File: src/rtl/pwm_capture.sv
// RC-style PWM pulse-width capture: recovers an 8-bit speed value from the
// high time of a 50 Hz servo/ESC pulse and flags loss of signal.
//
// Ports:
//   clk          system clock
//   rst_n        asynchronous active-low reset
//   enable       1 = capture active; 0 = held in ARM, counters cleared
//   pwm_in       asynchronous PWM input pin
//   speed        last accepted speed value
//   valid        one-cycle strobe when speed is updated
//   pulse_err    one-cycle strobe when a pulse is rejected
//   signal_lost  1 when no pulse has been accepted for TIMEOUT_CYCLES
module pwm_capture #(
    parameter int MIN_CYCLES     = 16000,
    parameter int STEP_CYCLES    = 62,
    parameter int GLITCH_CYCLES  = 8000,
    parameter int MAX_CYCLES     = 40000,
    parameter int TIMEOUT_CYCLES = 400000
) (
    input  logic       clk,
    input  logic       rst_n,
    input  logic       enable,
    input  logic       pwm_in,
    output logic [7:0] speed,
    output logic       valid,
    output logic       pulse_err,
    output logic       signal_lost
);

    localparam int CW = $clog2(MAX_CYCLES + 2);
    localparam int TW = $clog2(TIMEOUT_CYCLES + 1);
    localparam int SW = $clog2(STEP_CYCLES + 1);

    localparam logic [CW-1:0] MinC    = CW'(MIN_CYCLES);
    localparam logic [CW-1:0] GlitchC = CW'(GLITCH_CYCLES);
    localparam logic [CW-1:0] MaxC    = CW'(MAX_CYCLES);
    localparam logic [SW-1:0] SubLast = SW'(STEP_CYCLES - 1);
    localparam logic [TW-1:0] TmoMax  = TW'(TIMEOUT_CYCLES);

    typedef enum logic [1:0] {ARM, IDLE, MIN, STEP} state_t;

    state_t        state, stateNext;
    logic          s1, s2, prev;
    logic          rise, fall;
    logic [CW-1:0] highCnt, highNext, cntInc;
    logic [SW-1:0] sub, subNext;
    logic [7:0]    step, stepNext;
    logic [7:0]    speedNext;
    logic          validNext, errNext;
    logic [TW-1:0] tmo, tmoNext;
    logic          lostNext;

    // The synchroniser presets high so that a pulse still in progress when
    // reset releases looks like a line that was already high: ARM then waits
    // for its end instead of seeing a fresh rising edge.
    always_ff @(posedge clk or negedge rst_n) begin
        if (!rst_n) begin
            s1   <= 1'b1;
            s2   <= 1'b1;
            prev <= 1'b1;
        end else begin
            s1   <= pwm_in;
            s2   <= s1;
            prev <= s2;
        end
    end

    assign rise   = s2 & ~prev;
    assign fall   = ~s2 & prev;
    assign cntInc = highCnt + 1'b1;

    // highCnt counts s2-high clocks including the rise cycle, so at the
    // fall it equals the measured high time H.
    always_comb begin
        stateNext = state;
        highNext  = highCnt;
        subNext   = sub;
        stepNext  = step;
        speedNext = speed;
        validNext = 1'b0;
        errNext   = 1'b0;
        if (!enable) begin
            stateNext = ARM;
            highNext  = '0;
            subNext   = '0;
            stepNext  = '0;
        end else begin
            unique case (state)
                ARM: begin
                    if (!s2) stateNext = IDLE;
                end
                IDLE: begin
                    if (rise) begin
                        highNext  = CW'(1);
                        subNext   = '0;
                        stepNext  = '0;
                        stateNext = MIN;
                    end
                end
                MIN: begin
                    if (fall) begin
                        stateNext = IDLE;
                        if (highCnt < GlitchC) begin
                            errNext = 1'b1;
                        end else begin
                            validNext = 1'b1;
                            speedNext = 8'd0;
                        end
                    end else begin
                        highNext = cntInc;
                        if (cntInc == MinC) begin
                            stateNext = STEP;
                            subNext   = '0;
                            stepNext  = '0;
                        end
                    end
                end
                STEP: begin
                    if (fall) begin
                        stateNext = IDLE;
                        validNext = 1'b1;
                        speedNext = step;
                    end else begin
                        highNext = cntInc;
                        if (cntInc > MaxC) begin
                            errNext   = 1'b1;
                            stateNext = ARM;
                        end else if (sub == SubLast) begin
                            subNext = '0;
                            if (step != 8'hFF) stepNext = step + 8'd1;
                        end else begin
                            subNext = sub + 1'b1;
                        end
                    end
                end
            endcase
        end
    end

    always_comb begin
        tmoNext  = tmo;
        lostNext = signal_lost;
        if (validNext) begin
            tmoNext  = '0;
            lostNext = 1'b0;
        end else if (enable && tmo != TmoMax) begin
            tmoNext = tmo + 1'b1;
            if (tmoNext == TmoMax) lostNext = 1'b1;
        end
    end

    always_ff @(posedge clk or negedge rst_n) begin
        if (!rst_n) begin
            state       <= ARM;
            highCnt     <= '0;
            sub         <= '0;
            step        <= '0;
            speed       <= '0;
            valid       <= 1'b0;
            pulse_err   <= 1'b0;
            tmo         <= '0;
            signal_lost <= 1'b1;
        end else begin
            state       <= stateNext;
            highCnt     <= highNext;
            sub         <= subNext;
            step        <= stepNext;
            speed       <= speedNext;
            valid       <= validNext;
            pulse_err   <= errNext;
            tmo         <= tmoNext;
            signal_lost <= lostNext;
        end
    end

endmodule

File: config.mk
export PLATFORM = sky130hd
export DESIGN_NAME = pwm_capture
export DESIGN_NICKNAME = d
export VERILOG_FILES = /design/src/rtl/pwm_capture.sv
export SDC_FILE = /design/constraint.sdc
export NUM_CORES = 1
export LEC_CHECK = 0
export ABC_AREA = 1
export BUFFER_PORTS_ARGS = -buffer_cell sky130_fd_sc_hd__buf_2
export CAP_MARGIN = 20
export CORE_ASPECT_RATIO = 0.75
export CORE_MARGIN = 2
export CORE_UTILIZATION = 50
export DETAILED_ROUTE_END_ITERATION = 6
export PLACE_DENSITY = 0.67
export SLEW_MARGIN = 15
export SYNTH_ARGS = -nofsm -noshare
export SYNTH_HDL_FRONTEND = slang
export SYNTH_SLANG_ARGS = --single-unit
export TNS_END_PERCENT = 100
File: constraint.sdc
create_clock -name clk -period 2.3 [get_ports clk]
set_input_delay 0.115 -clock clk [delete_from_list [all_inputs] [get_ports clk]]
set_output_delay 0.115 -clock clk [all_outputs]
set_load 0.01 [all_outputs]
==> results.txt <==
Die Y: 80.65 um
Final hold viol count: 0
Slew of the pin with the lowest slew margin: 565.1 ps
Sw Pwr: 0.001230 W
Post-DP HPWL: 6888 um
Vias: 3632
H-Tree Depth: 3
Residual DRC: 0
Int Pwr: 0.002159 W
Relative slew slack: 62.33%
Post-route clock period utilization: 96.87%
Mapped cell area: 0.003916 mm^2
Worst clock skew: 7.931 ps
Crit Path Category: reg2reg
Clock period minus worst slack: 2228 ps
Gr usage total: 23.58%
Worst endpoint data arrival time: 2460 ps
WL/cell: 14.71 um
Clk sink count: 65
Worst vdd ir: 365.9 uV
Layout cell share with drive strength beyond 1: 20.29%
Mean post-synth cell area: 7.649 um^2
Nets: 563
Die ar.: 0.008564 mm^2
Finish-stage setup viols: 0
Status: finished clean
Vias in the first global route: 3333
Largest net degree at the start of global routing: 29
Pre-antenna DRT Iters: 6
Area Overhead vs Synth: 18.37%
Reg clk slew, reported paths: 70 ps
Busiest grt layer: met2
Routability cong.: 0.9364
Drt initial violations: 292
Met2 usage: 36.92%
Leak: 2.050 nW
Clk_lat worst skew: 340 ps
# fillers: 644
# diodes: 0
Yosys reg bits: 65
DIE WIDTH: 106.2 um
Part of the power in registers: 41.5%
Total wire length: 9678 um
Req. time, crit path: 2530 ps
Post-synth EDFFs: 0
Switching Share: 36.30%
Fin. max-slew vios: 0
Number of max-cap violations: 0
CP startpoint kind: flip-flop
Final ANT Viol Nets: 0
Syn_nets: 523
Type of the tightest min-delay check: in2async
First-pass GRT wire length: 15790 um
Final instance area: 0.004636 mm^2
Top_reg_cell synth: dfrtp_1
Top Ports: 15
Synth Instances: 512
CTS tree: built
Vias per cell: 5.520
Initial antenna violation count: 0
Setup TNS: 0 ps
Sequential area share after synthesis: 41.66%
PortBufs: 14
Power Density: 731.2 mW/mm^2
Met1 GRT Util: 32.84%
Distinct cells, synth: 39
GRT overflow: 0
GR Util met3: 5.844%
Share of flip-flops with an asynchronous set or reset: 100.0%
Max FO, Critical Path: 8
CTS buffer count: 9
FP Rows: 27
Synth Warn #: 0
Critical Path End Type: flip-flop
Comb power frac: 29.9%
Initial Utilization: 52.46%
Reg2Reg Depth: 16
Clock share of power: 28.5%
Root Driver: clkbuf_8
Highest attainable clock frequency: 448.8 MHz
Bufs on Longest Clock Path: 2
Core area: 0.007466 mm^2
Cell area after placement: 0.004212 mm^2
## final timing paths
kind                            start          end  slack [ps]
hold reg to reg                    s1           s2         360
max in group asynchronous       rst_n  signal_lost        1290
setup reg to reg           highCnt[1]      step[4]          70
hold / removal                  rst_n   highCnt[3]         300
setup / recovery           highCnt[1]      step[4]          70
min in group clk               enable   highCnt[0]         300
## layout by cell type (no fill, tap or decap), types with 2 or more instances in the layout
cell	synthesis	layout
nand2_1	125	118
inv_1	63	63
dfrtp_1	61	59
nor2_1	50	46
nand3_1	36	31
o21ai_0	28	28
nand4_1	22	22
o22ai_1	19	19
buf_4	0	19
xor2_1	16	15
buf_2	3	14
nand3_2	7	11
nand2_2	7	10
clkbuf_8	0	10
a21oi_1	9	9
nor3_1	11	9
nor2_4	3	7
ha_1	7	6
nor3_2	3	5
nand2_4	1	4
nor4_1	4	4
o31ai_1	4	4
clkinv_2	0	4
dfstp_2	4	4
nor2_2	3	3
xnor2_1	4	3
buf_6	1	3
xor2_2	1	2
nand2_8	0	2
o211ai_1	2	2
dfrtp_2	0	2
dlygate4sd3_1	0	2
## cell type report
type | count | area, um^2 | share of cell area, %
multi-input combinational | 373 | 2153 | 46.45
sequential | 65 | 1634 | 35.25
timing repair buffer | 39 | 286.5 | 6.181
inverter | 64 | 240.2 | 5.182
clock buffer | 10 | 137.6 | 2.969
tap | 101 | 126.4 | 2.726
clock inverter | 6 | 57.56 | 1.242
## sequential cells by signal, summed over array words and instances, names as in the netlist
register and cells:
valid 1, s1 1, state 2, step 8
pulse_err 1, prev 1, highCnt 16, s2 1
sub 6, tmo 19, signal_lost 1, speed 8
## critical path: stages, from the launching register on
cell and delay (ps):
dfrtp_1 420, buf_6 140, nand3_4 80, nor2_4 230, nand2_1 80, nand2_1 60, nand2_1 120, nand2_2 130
inv_1 50, nor2_1 120, nand2_1 90, nand3_2 90, nand3_2 100, nand2_4 140, nand2_8 90, nand4_1 120
nand2_1 70
## cell usage after synthesis (all sizes together) (7+ instances only)
library cell    n  share of area (%)
nor3           14                2.2
o21ai          30                3.9
o22ai          19                3.0
ha              7                2.2
inv            63                6.0
nor2           56                6.1
nand4          22                3.5
dfrtp          61                 39
nand2         133                 13
a21oi           9                1.2
nand3          43                6.4
xor2           17                4.0
## through the flow
stage | hold slack [ps] | setup WS, ps | std cells | power [W] | util, %
floorplan | -180.6 | 210.4 | 512 | 0.001993 | -
global placement | 138.8 | 144.4 | 636 | 0.002283 | 56.41
detailed placement | 146.9 | 0.8038 | 636 | 0.002300 | 56.41
CTS | 234.4 | 20.73 | 654 | 0.003283 | 59.36
global route | 311.7 | -21.82 | 658 | 0.003581 | 62.09
finish | 297.2 | 72.00 | 658 | 0.003390 | 62.09
## layer usage
metal / wire length, um / part of all wire (%) / vias up
met3: 567 / 5.9 / 11
met1: 4638 / 48 / 1711
met2: 4362 / 45 / 130
met4: 109 / 1.1 / 0
met5: 0 / 0 / -
li1: - / - / 1780
## power by group through the flow
stage	sequential, W	combinational, W	clock, W
floorplan	0.00140	0.000594	0
global placement	0.00141	0.000873	0
detailed placement	0.00141	0.000885	0
CTS	0.00139	0.000900	0.000988
global route	0.00143	0.00112	0.00103
finish	0.00141	0.00101	0.000968
## kinds of logic after synthesis
family                   synth area share [%]
adder cells (fa/ha/maj)                 2.236
AO/OA/AOI/OAI                           10.22
AND/OR/NAND/NOR                         32.81
XOR/XNOR                                4.888
multiplexers                           0.2875
buffers and inverters                   7.891
flip-flops                              41.66
## repair_timing
item | 4_1_cts | 5_1_grt
cloned | 0 | 1
hold buffers | 2 | 0
setup buffers | 0 | 3
resized for setup | 1 | 40
hold endpoints to repair | 22 | 0
setup endpoints to repair | 6 | 29
pin swaps | 0 | 18
Power figures use the tool's default switching activity.
